==> config.mk <==
export PLATFORM = sky130hd
export DESIGN_NAME = rf_writeback_flat
export DESIGN_NICKNAME = d
export VERILOG_FILES = /design/src/rtl/rf_writeback_if.sv /design/src/rtl/rf_writeback.sv /design/src/flat_wrapper.sv
export SDC_FILE = /design/constraint.sdc
export NUM_CORES = 1
export LEC_CHECK = 0
export ABC_AREA = 0
export CORE_UTILIZATION = 53
export CTS_CLUSTER_SIZE = 25
export DETAILED_ROUTE_END_ITERATION = 8
export PLACE_DENSITY = 0.78
export SYNTH_ARGS = -nofsm -noshare
export SYNTH_HDL_FRONTEND = slang
export SYNTH_SLANG_ARGS = --single-unit
==> constraint.sdc <==
create_clock -name clk -period 4.8 [get_ports clk]
set_input_delay 1.44 -clock clk [delete_from_list [all_inputs] [get_ports clk]]
set_output_delay 1.44 -clock clk [all_outputs]
set_load 0.01 [all_outputs]
==> src/rtl/rf_writeback_if.sv <==
// rf_writeback_if: bundles the ALU result handshake, load issue/return,
// decode hazard query and RF write port of the register-file writeback block.
`timescale 1ns/1ps
interface rf_writeback_if #(
    parameter int ADDR_W = 5,
    parameter int DATA_W = 32
);
    // ALU result producer
    logic              AluValid;
    logic [ADDR_W-1:0] AluReg;
    logic [DATA_W-1:0] AluData;
    logic              AluReady;
    // Load issue and out-of-order load return
    logic              LoadIssue;
    logic [ADDR_W-1:0] LoadIssueReg;
    logic              LoadValid;
    logic [ADDR_W-1:0] LoadReg;
    logic [DATA_W-1:0] LoadData;
    // Decode hazard query
    logic [ADDR_W-1:0] QueryReg1;
    logic [ADDR_W-1:0] QueryReg2;
    logic              Busy1;
    logic              Busy2;
    // Register file write port
    logic              RegWre;
    logic [ADDR_W-1:0] WriteReg;
    logic [DATA_W-1:0] WriteData;

    // Writeback block side
    modport slave (
        input  AluValid, AluReg, AluData,
        input  LoadIssue, LoadIssueReg, LoadValid, LoadReg, LoadData,
        input  QueryReg1, QueryReg2,
        output AluReady, Busy1, Busy2,
        output RegWre, WriteReg, WriteData
    );

    // Pipeline / environment side
    modport master (
        output AluValid, AluReg, AluData,
        output LoadIssue, LoadIssueReg, LoadValid, LoadReg, LoadData,
        output QueryReg1, QueryReg2,
        input  AluReady, Busy1, Busy2,
        input  RegWre, WriteReg, WriteData
    );
endinterface

==> src/rtl/rf_writeback.sv <==
// rf_writeback: merges buffered ALU results and out-of-order load returns
// onto the single register-file write port, and tracks outstanding writes
// (pending loads, queued ALU results, the in-flight RF write) for decode.
`timescale 1ns/1ps
module rf_writeback #(
    parameter int FIFO_DEPTH = 2,
    parameter int ADDR_W     = 5,
    parameter int DATA_W     = 32
) (
    input  logic           clk,
    input  logic           Reset,
    rf_writeback_if.slave  bus
);
    localparam int PTR_W = $clog2(FIFO_DEPTH);
    localparam int NREG  = 1 << ADDR_W;
    localparam logic [PTR_W:0]   CNT_ONE = (PTR_W + 1)'(1);
    localparam logic [PTR_W:0]   CNT_MAX = (PTR_W + 1)'(FIFO_DEPTH);
    localparam logic [PTR_W-1:0] PTR_ONE = PTR_W'(1);

    // ALU result buffer
    logic [ADDR_W-1:0] fifo_reg  [FIFO_DEPTH];
    logic [DATA_W-1:0] fifo_data [FIFO_DEPTH];
    logic [PTR_W-1:0]  rd_ptr, wr_ptr;
    logic [PTR_W:0]    count;

    // Destinations of issued loads whose data has not yet returned
    logic [NREG-1:0]   pending, pending_next;

    logic              alu_xfer, alu_live, load_live, fifo_empty;
    logic              push, pop, emit;
    logic [ADDR_W-1:0] emit_reg;
    logic [DATA_W-1:0] emit_data;
    logic [PTR_W-1:0]  slot_off;
    logic              hit1, hit2;

    // Ready depends only on registered occupancy, never on this cycle's pop.
    assign bus.AluReady = (count < CNT_MAX);
    assign alu_xfer     = bus.AluValid && bus.AluReady;
    // Writes to register 0 are accepted but otherwise vanish.
    assign alu_live     = alu_xfer && (bus.AluReg != '0);
    assign load_live    = bus.LoadValid && (bus.LoadReg != '0);
    assign fifo_empty   = (count == '0);

    // Pick the write source: load return, then oldest buffered ALU result, then ALU bypass.
    always_comb begin
        // NOTE: every output of a combinational block gets a default first so no path can infer a latch.
        push      = 1'b0;
        pop       = 1'b0;
        emit      = 1'b0;
        emit_reg  = '0;
        emit_data = '0;
        if (load_live) begin
            emit      = 1'b1;
            emit_reg  = bus.LoadReg;
            emit_data = bus.LoadData;
            push      = alu_live;
        end else if (!fifo_empty) begin
            pop       = 1'b1;
            emit      = 1'b1;
            emit_reg  = fifo_reg[rd_ptr];
            emit_data = fifo_data[rd_ptr];
            push      = alu_live;
        end else if (alu_live) begin
            emit      = 1'b1;
            emit_reg  = bus.AluReg;
            emit_data = bus.AluData;
        end
    end

    // Scoreboard update: a return clears, an issue sets, and the set wins on a same-cycle collision.
    always_comb begin
        pending_next = pending;
        if (bus.LoadValid)
            pending_next[bus.LoadReg] = 1'b0;
        if (bus.LoadIssue && (bus.LoadIssueReg != '0))
            pending_next[bus.LoadIssueReg] = 1'b1;
    end

    // Hazard lookup: pending load, any occupied buffer slot, or the RF write in flight.
    always_comb begin
        hit1     = 1'b0;
        hit2     = 1'b0;
        slot_off = '0;
        for (int i = 0; i < FIFO_DEPTH; i++) begin
            // Distance from the head; slots closer than count are occupied.
            slot_off = PTR_W'(i) - rd_ptr;
            if ({1'b0, slot_off} < count) begin
                if (fifo_reg[i] == bus.QueryReg1) hit1 = 1'b1;
                if (fifo_reg[i] == bus.QueryReg2) hit2 = 1'b1;
            end
        end
        bus.Busy1 = (bus.QueryReg1 != '0) &&
                    (pending[bus.QueryReg1] || hit1 ||
                     (bus.RegWre && (bus.WriteReg == bus.QueryReg1)));
        bus.Busy2 = (bus.QueryReg2 != '0) &&
                    (pending[bus.QueryReg2] || hit2 ||
                     (bus.RegWre && (bus.WriteReg == bus.QueryReg2)));
    end

    // Buffer storage writes at the tail.
    // NOTE: the storage array has no reset; occupancy is defined by count and pointers alone.
    always_ff @(posedge clk) begin
        if (push) begin
            fifo_reg[wr_ptr]  <= bus.AluReg;
            fifo_data[wr_ptr] <= bus.AluData;
        end
    end

    // Pointers, occupancy, scoreboard and the registered RF write port.
    always_ff @(posedge clk or posedge Reset) begin
        if (Reset) begin
            rd_ptr        <= '0;
            wr_ptr        <= '0;
            count         <= '0;
            pending       <= '0;
            bus.RegWre    <= 1'b0;
            bus.WriteReg  <= '0;
            bus.WriteData <= '0;
        end else begin
            // NOTE: sequential state uses non-blocking assignments so every register samples pre-edge values.
            if (push) wr_ptr <= wr_ptr + PTR_ONE;
            if (pop)  rd_ptr <= rd_ptr + PTR_ONE;
            case ({push, pop})
                2'b10:   count <= count + CNT_ONE;
                2'b01:   count <= count - CNT_ONE;
                default: count <= count;
            endcase
            pending    <= pending_next;
            bus.RegWre <= emit;
            if (emit) begin
                bus.WriteReg  <= emit_reg;
                bus.WriteData <= emit_data;
            end
        end
    end
endmodule

==> src/flat_wrapper.sv <==
// flat-port wrapper written by rule: the top's interface ports become plain ports
module rf_writeback_flat 
#(
    parameter int FIFO_DEPTH = 2,
    parameter int ADDR_W     = 5,
    parameter int DATA_W     = 32
)
  (clk, Reset, bus_AluValid, bus_AluReg, bus_AluData, bus_LoadIssue, bus_LoadIssueReg, bus_LoadValid, bus_LoadReg, bus_LoadData, bus_QueryReg1, bus_QueryReg2, bus_AluReady, bus_Busy1, bus_Busy2, bus_RegWre, bus_WriteReg, bus_WriteData);
  rf_writeback_if #(.ADDR_W(ADDR_W), .DATA_W(DATA_W)) bus_i ();
  input  logic clk;
  input  logic Reset;
  input wire logic [$bits(bus_i.AluValid)-1:0] bus_AluValid;
  input wire logic [$bits(bus_i.AluReg)-1:0] bus_AluReg;
  input wire logic [$bits(bus_i.AluData)-1:0] bus_AluData;
  input wire logic [$bits(bus_i.LoadIssue)-1:0] bus_LoadIssue;
  input wire logic [$bits(bus_i.LoadIssueReg)-1:0] bus_LoadIssueReg;
  input wire logic [$bits(bus_i.LoadValid)-1:0] bus_LoadValid;
  input wire logic [$bits(bus_i.LoadReg)-1:0] bus_LoadReg;
  input wire logic [$bits(bus_i.LoadData)-1:0] bus_LoadData;
  input wire logic [$bits(bus_i.QueryReg1)-1:0] bus_QueryReg1;
  input wire logic [$bits(bus_i.QueryReg2)-1:0] bus_QueryReg2;
  output wire logic [$bits(bus_i.AluReady)-1:0] bus_AluReady;
  output wire logic [$bits(bus_i.Busy1)-1:0] bus_Busy1;
  output wire logic [$bits(bus_i.Busy2)-1:0] bus_Busy2;
  output wire logic [$bits(bus_i.RegWre)-1:0] bus_RegWre;
  output wire logic [$bits(bus_i.WriteReg)-1:0] bus_WriteReg;
  output wire logic [$bits(bus_i.WriteData)-1:0] bus_WriteData;
  assign bus_i.AluValid = bus_AluValid;
  assign bus_i.AluReg = bus_AluReg;
  assign bus_i.AluData = bus_AluData;
  assign bus_i.LoadIssue = bus_LoadIssue;
  assign bus_i.LoadIssueReg = bus_LoadIssueReg;
  assign bus_i.LoadValid = bus_LoadValid;
  assign bus_i.LoadReg = bus_LoadReg;
  assign bus_i.LoadData = bus_LoadData;
  assign bus_i.QueryReg1 = bus_QueryReg1;
  assign bus_i.QueryReg2 = bus_QueryReg2;
  assign bus_AluReady = bus_i.AluReady;
  assign bus_Busy1 = bus_i.Busy1;
  assign bus_Busy2 = bus_i.Busy2;
  assign bus_RegWre = bus_i.RegWre;
  assign bus_WriteReg = bus_i.WriteReg;
  assign bus_WriteData = bus_i.WriteData;
  rf_writeback #(.FIFO_DEPTH(FIFO_DEPTH), .ADDR_W(ADDR_W), .DATA_W(DATA_W)) u_core (.clk(clk), .Reset(Reset), .bus(bus_i));
endmodule
==> qor.txt, run 1 <==
Status: finished, final reports clean
Yosys cell types: 45
Final HPWL DP: 12600 um
Comb pwr share: 34.9%
Vias in the first global route: 5583
Ant. Diodes: 0
DP Area: 0.00887 mm^2
# rows: 42
Hold-fix buffers, CTS: 0
PortBufs: 134
Share of cells above drive strength 1: 15.4%
Syn_area_per_cell: 11.9 um^2
Cell Pwr Density: 512 mW/mm^2
Biggest registers after layout: u_core.fifo_data: 64 flops, u_core.bus.WriteData: 32 flops, u_core.pending: 32 flops
Static Leak: 3.59 nW
Core area: 0.0133 mm^2
# setup viols final: 0
Syn Nets: 707
Fin area: 0.00944 mm^2
Most common cell after layout, fill and taps aside: clkdlybuf4s50_1
Hold Crit Depth: 2
R2R depth: 4
Max-cap violations: 0
Top post-synthesis cells by area: edfxtp_1, dfrtp_1, a211oi_2
Maximum vdd drop: 402 uV
Die W: 119 um
Crit. path cell count: 8
Nets: 846
Detailed-route vias per instance: 5.92
Layout area overhead: 29.2%
DR vias: 5561
Register with the most flip-flops: u_core.fifo_data
Final hold slack: 0.530 ns
Clock share of power: 24.7%
Largest net degree at the start of global routing: 71
Pwr Total: 4.84 mW
Cells after synthesis: 612
Most frequent cells in the layout: clkdlybuf4s50_1, nor2_1, a21oi_1
Measured slew at the worst slew-check pin: 1.15 ns
Min cycle time layout: 4.69 ns
Routed Antenna Nets: 0
DRT Wirelength: 18300 um
GRT overflow: 0
Most used cell, CP: mux4_2
Worst Skew: 0.00837 ns
CP max stage delay: 0.48 ns
# IOs: 135
Clk_lat worst skew: 0.42 ns
Max Fclk: 213 MHz
WP data arrival: 3.25 ns
Slowest-stage cell, CP: mux4_2
Die outline height: 119 um
Crit-path max FO: 5
GP Congestion: 0.983
# H-tree levels: 4
Num CTS Buffers: 17
Final core occ: 70.8%
Yosys warns: 0
CTS Sinks: 148
WS Path Type: primary input to output port
Fin. Hold Viols: 0
Cell-internal power: 3.25 mW
Relative slew slack: 23.2%
Clock transition at path regs: 0.06 ns
Required @ worst endpoint: 3.36 ns
CTS max path bufs: 2
Starting Density: 54.7%
FF+latch area: 0.00408 mm^2
Synth top area share: 30.4%
Netlist Area Pre-Place: 0.00731 mm^2
FILL cells: 970
Root buffer cell: clkbuf_16
Drt pass-1 iters: 5
Initial antenna violation count: 0
Worst path top cell family by delay: multiplexers
Buf/Inv on CP: 3
Hold Crit Class: flip-flop to flip-flop
CP cell instances: dlygate4sd2_1 -> buf_6 -> mux4_2 -> mux4_2 -> nor2_1 -> a21oi_1 -> o22a_1 -> buf_2
Wire length per cell after detailed routing: 19.5 um
Die ar.: 0.0143 mm^2
Multi-input logic area: 0.00300 mm^2
P_sw: 1.59 mW
Sequential Power Share: 40.5%
Period utilization: 97.7%
Sw Share: 32.9%
CP Capture Type: output port
RSZ-0062 raised after global routing: false
Starting DRT DRC Count: 456
#FFs+latches synth: 148
Max reg flops: 64
Yosys top cell by area: edfxtp_1
TritonCTS clock tree: done
First-pass GRT wire length: 29000 um
Sequential area share after synthesis: 55.8%
DRC: 0
GR Util All Layers: 26.7%
Worst Setup Start Kind: primary input
Slew Limit Fails: 0
-- power groups by stage --
stage | clock network (mW) | logic (mW) | registers [mW]
2_1_floorplan | 0 | 1.01 | 1.94
3_3_place_gp | 0 | 1.65 | 1.95
3_5_place_dp | 0 | 1.69 | 1.97
4_1_cts | 1.21 | 1.70 | 1.95
5_1_grt | 1.26 | 1.83 | 1.99
6_report | 1.19 | 1.69 | 1.96
-- synth_stat cells (all sizes together) --
master   n
a22oi    1
xor2    22
or3b     4
or3      2
o22ai    1
nand2   12
o31ai    1
mux4    17
nor2b    3
a21oi   75
a311oi   1
buf     22
o21ai   66
nor4b    1
o21a     1
or2      1
o22a     1
edfxtp  74
mux2     2
dfrtp   74
mux2i   39
nor3     1
a211oi  36
ha       1
a31oi    1
a21o     1
or4      4
nor4     4
inv      6
xnor2   13
clkbuf  19
and3     1
o31a     1
nand3   11
nor2    83
nand3b  10
-- metrics by stage --
step                      std cells  setup TNS [ns]  worst slack, ns
after global placement          905          -0.662           -0.472
final                           940               0            0.108
after detailed placement        905          -0.701           -0.500
after CTS                       939               0          0.00680
after floorplan                 612               0            0.499
after global routing            940               0           0.0146
-- metal layers --
layer / share of wire, % / vias to the layer above / GRT usage, % / routed length, um
met2: 50 / 253 / 44.3 / 9150
met3: 7.2 / 27 / 7.04 / 1320
met1: 41 / 2737 / 33.9 / 7460
met4: 1.9 / 0 / 9.38 / 356
li1: - / 2544 / - / -
met5: 0 / - / 0 / 0
-- logic make-up (layout without fill, tap and decap cells) --
kind of cell | after synthesis | count (layout) | share of synthesized area [%]
flops | 148 | 148 | 55.8
simple gates | 137 | 137 | 8.85
xor+xnor | 35 | 35 | 4.20
mux | 58 | 58 | 10.9
fa+ha+maj | 1 | 1 | 0.171
buf+inv | 47 | 199 | 3.44
compound gates | 186 | 186 | 16.7
-- what timing repair did --
action,CTS,global route
gates resized for setup,7,4
gates cloned,0,1
pin swaps,1,1
buffers inserted,2,0
setup endpoints to repair,2,2
-- worst paths after layout --
kind,start,to,slack [ns]
setup / recovery,bus_QueryReg2[0],bus_Busy2,0.11
hold / removal,u_core.bus.WriteData[22]$_DFFE_PP0P_,u_core.bus.WriteData[22]$_DFFE_PP0P_,0.53
setup reg to reg,u_core.count[1]$_DFFE_PP0P_,u_core.fifo_data[0][22]$_DFFE_PP_,2.46
hold reg to reg,u_core.bus.WriteData[22]$_DFFE_PP0P_,u_core.bus.WriteData[22]$_DFFE_PP0P_,0.53
max in group asynchronous,Reset,u_core.bus.WriteData[30]$_DFFE_PP0P_,2.65
min in group asynchronous,Reset,u_core.pending[13]$_DFF_PP0_,1.46
-- worst min-delay path: cells and delay by family, from the launching register on --
kind            cells  cell delay, ns
flops               1            0.34
compound gates      1            0.10
simple gates        1            0.05
-- area by class of cell --
cell class              instances  share of cell area, %
clock buffers                  24                   4.89
clock inverters                 8                  0.662
inverters                       6                  0.238
multi-input cells             417                   31.7
flip-flops and latches        148                   43.2
well taps                     176                   2.33
repair buffers                161                   17.0
(Power assumes the default switching activity.)
==> run 2: changes to the inputs <==
Settings changed: GPL_ROUTABILITY_DRIVEN set to 0.
==> qor.txt, run 2 (same netlist as run 1, synthesis figures left out) <==
Fin. Hold Viols: 0 (unchanged)
CTS max path bufs: 2 (unchanged)
GRT overflow: 0 (unchanged)
Worst Skew: 0.00901 ns (+0.000639 ns)
# setup viols final: 0 (unchanged)
Final core occ: 71.5% (+0.74 points)
# H-tree levels: 4 (unchanged)
Max-cap violations: 0 (unchanged)
Clk_lat worst skew: 0.42 ns (about the same)
Starting Density: 54.7% (unchanged)
WS Path Type: primary input to output port
Die W: 119 um (unchanged)
Die ar.: 0.0143 mm^2 (unchanged)
DRC: 0 (unchanged)
Hold Crit Class: flip-flop to flip-flop
Sw Share: 32.2% (-0.66 points)
Wire length per cell after detailed routing: 19.8 um (+1.9%)
PortBufs: 134 (unchanged)
Min cycle time layout: 4.69 ns (-0.00311 ns)
DRT Wirelength: 18700 um (+2.2%)
Max Fclk: 213 MHz (about the same)
FF-to-FF setup slack: 2.38 ns (-0.08 ns)
Final HPWL DP: 12700 um (+1.0%)
Worst Setup Start Kind: primary input
Largest net degree at the start of global routing: 57 (-20%)
Cell-internal power: 3.41 mW (+5.1%)
Static Leak: 3.65 nW (+1.5%)
Crit-path max FO: 5 (unchanged)
GR Util All Layers: 27.6% (+0.86 points)
Layout area overhead: 30.6%
Maximum vdd drop: 286 uV (-29%)
TritonCTS clock tree: done
Die outline height: 119 um (unchanged)
First-pass GRT wire length: 29800 um (+2.6%)
Clock share of power: 27.5% (+2.8 points)
P_sw: 1.62 mW (+2.0%)
# rows: 42 (unchanged)
Final hold slack: 0.533 ns (+0.00357 ns)
DR vias: 5628 (+1.2%)
Hold-fix buffers, CTS: 0 (unchanged)
Clock transition at path regs: 0.06 ns (about the same)
Ant. Diodes: 0 (unchanged)
Vias in the first global route: 5841 (+4.6%)
Detailed-route vias per instance: 5.97 (+0.88%)
RSZ-0062 raised after global routing: false
Num CTS Buffers: 17 (unchanged)
Share of cells above drive strength 1: 16.4% (+0.98 points)
CP Capture Type: output port
Most frequent cells in the layout: clkdlybuf4s50_1, nor2_1, a21oi_1
Max reg flops: 64 (unchanged)
Initial antenna violation count: 0 (unchanged)
Drt pass-1 iters: 6 (+1)
Sequential Power Share: 39.1% (-1.4 points)
Register with the most flip-flops: u_core.fifo_data
Routed Antenna Nets: 0 (unchanged)
Period utilization: 97.7% (about the same)
WP data arrival: 3.25 ns (about the same)
Nets: 849 (+0.35%)
CTS Sinks: 148 (unchanged)
Relative slew slack: 23.1% (-0.049 points)
Biggest registers after layout: u_core.fifo_data: 64 flops, u_core.bus.WriteData: 32 flops, u_core.pending: 32 flops
# IOs: 135 (unchanged)
Comb pwr share: 33.4% (-1.5 points)
Starting DRT DRC Count: 423 (-7.2%)
Status: finished, final reports clean
Required @ worst endpoint: 3.36 ns (about the same)
Measured slew at the worst slew-check pin: 1.15 ns (+0.000741 ns)
Cell Pwr Density: 528 mW/mm^2 (+3.0%)
Most common cell after layout, fill and taps aside: clkdlybuf4s50_1
Slew Limit Fails: 0 (unchanged)
Root buffer cell: clkbuf_16
Core area: 0.0133 mm^2 (unchanged)
## run 2: cell count changes in the layout (fill, tap and decap cells not counted), sizes merged
cell	change
buf	+3
bufbuf	+1
bufinv	+2
clkbuf	-1
clkdlybuf4s15	-1
clkinv	-2
dlygate4sd2	+2
dlymetal6s2s	-1
## run 2: area by class of cell
class	instances	area, um^2
timing repair buffer	164	1600
multi-input combinational	417	3000
tap	176	220
sequential	148	4080
inverter	6	22.5
fill	919	3800
clock buffer	24	502
clock inverter	8	121
## run 2: routing by layer
metal	track usage, %	share of wire, %	vias up
met3	6.56	6.6	46
met4	13.1	3.1	0
met1	33.7	40	2786
met2	46.0	50	235
met5	0	0	-
li1	-	-	2561
## run 2: final timing paths
| kind | to | cells after the start | start |
|---|---|---|---|
| worst max-delay path | bus_Busy1 | 8 | bus_QueryReg1[0] |
| worst min-delay path | u_core.pending[0]$_DFF_PP0_ | 1 | u_core.pending[0]$_DFF_PP0_ |
| worst max register to register | u_core.fifo_data[0][26]$_DFFE_PP_ | 4 | u_core.count[1]$_DFFE_PP0P_ |
| worst min register to register | u_core.pending[0]$_DFF_PP0_ | 1 | u_core.pending[0]$_DFF_PP0_ |
| max in group asynchronous | u_core.bus.WriteData[8]$_DFFE_PP0P_ | 3 | Reset |
| min in group asynchronous | u_core.bus.WriteData[26]$_DFFE_PP0P_ | 2 | Reset |
## run 2: stage by stage
stage	std cells	total power, mW	area [um^2]	setup TNS, ns	worst slack (ns)
floorplan	612	2.96	7310	0	0.499
global placement	907	3.59	8860	-0.673	-0.491
detailed placement	907	3.65	8860	-0.715	-0.491
CTS	943	5.05	9540	0	0.0328
global route	943	5.28	9540	0	0.0251
finish	943	5.03	9540	0	0.112
## run 2: power by group through the flow
stage | registers (mW) | clock network [mW] | logic, mW
2_1_floorplan | 1.94 | 0 | 1.01
3_3_place_gp | 1.96 | 0 | 1.63
3_5_place_dp | 1.98 | 0 | 1.68
4_1_cts | 1.96 | 1.39 | 1.70
5_1_grt | 2.00 | 1.45 | 1.82
6_report | 1.97 | 1.38 | 1.68
## run 2: what timing repair did
action / 4_1_cts / 5_1_grt
cloned: 1 / 0
resized for setup: 8 / 2
endpoints found under the setup margin: 2 / 1
buffers inserted: 3 / 0
pin swaps: 4 / 0
## run 2: worst max-delay path, stage by stage
cell and delay, ns:
dlygate4sd2_1 0.31, bufbuf_16 0.31, mux4_2 0.50, nand2_1 0.09, nand3_1 0.07, o21ai_1 0.14
a21oi_1 0.08, dlygate4sd2_1 0.30
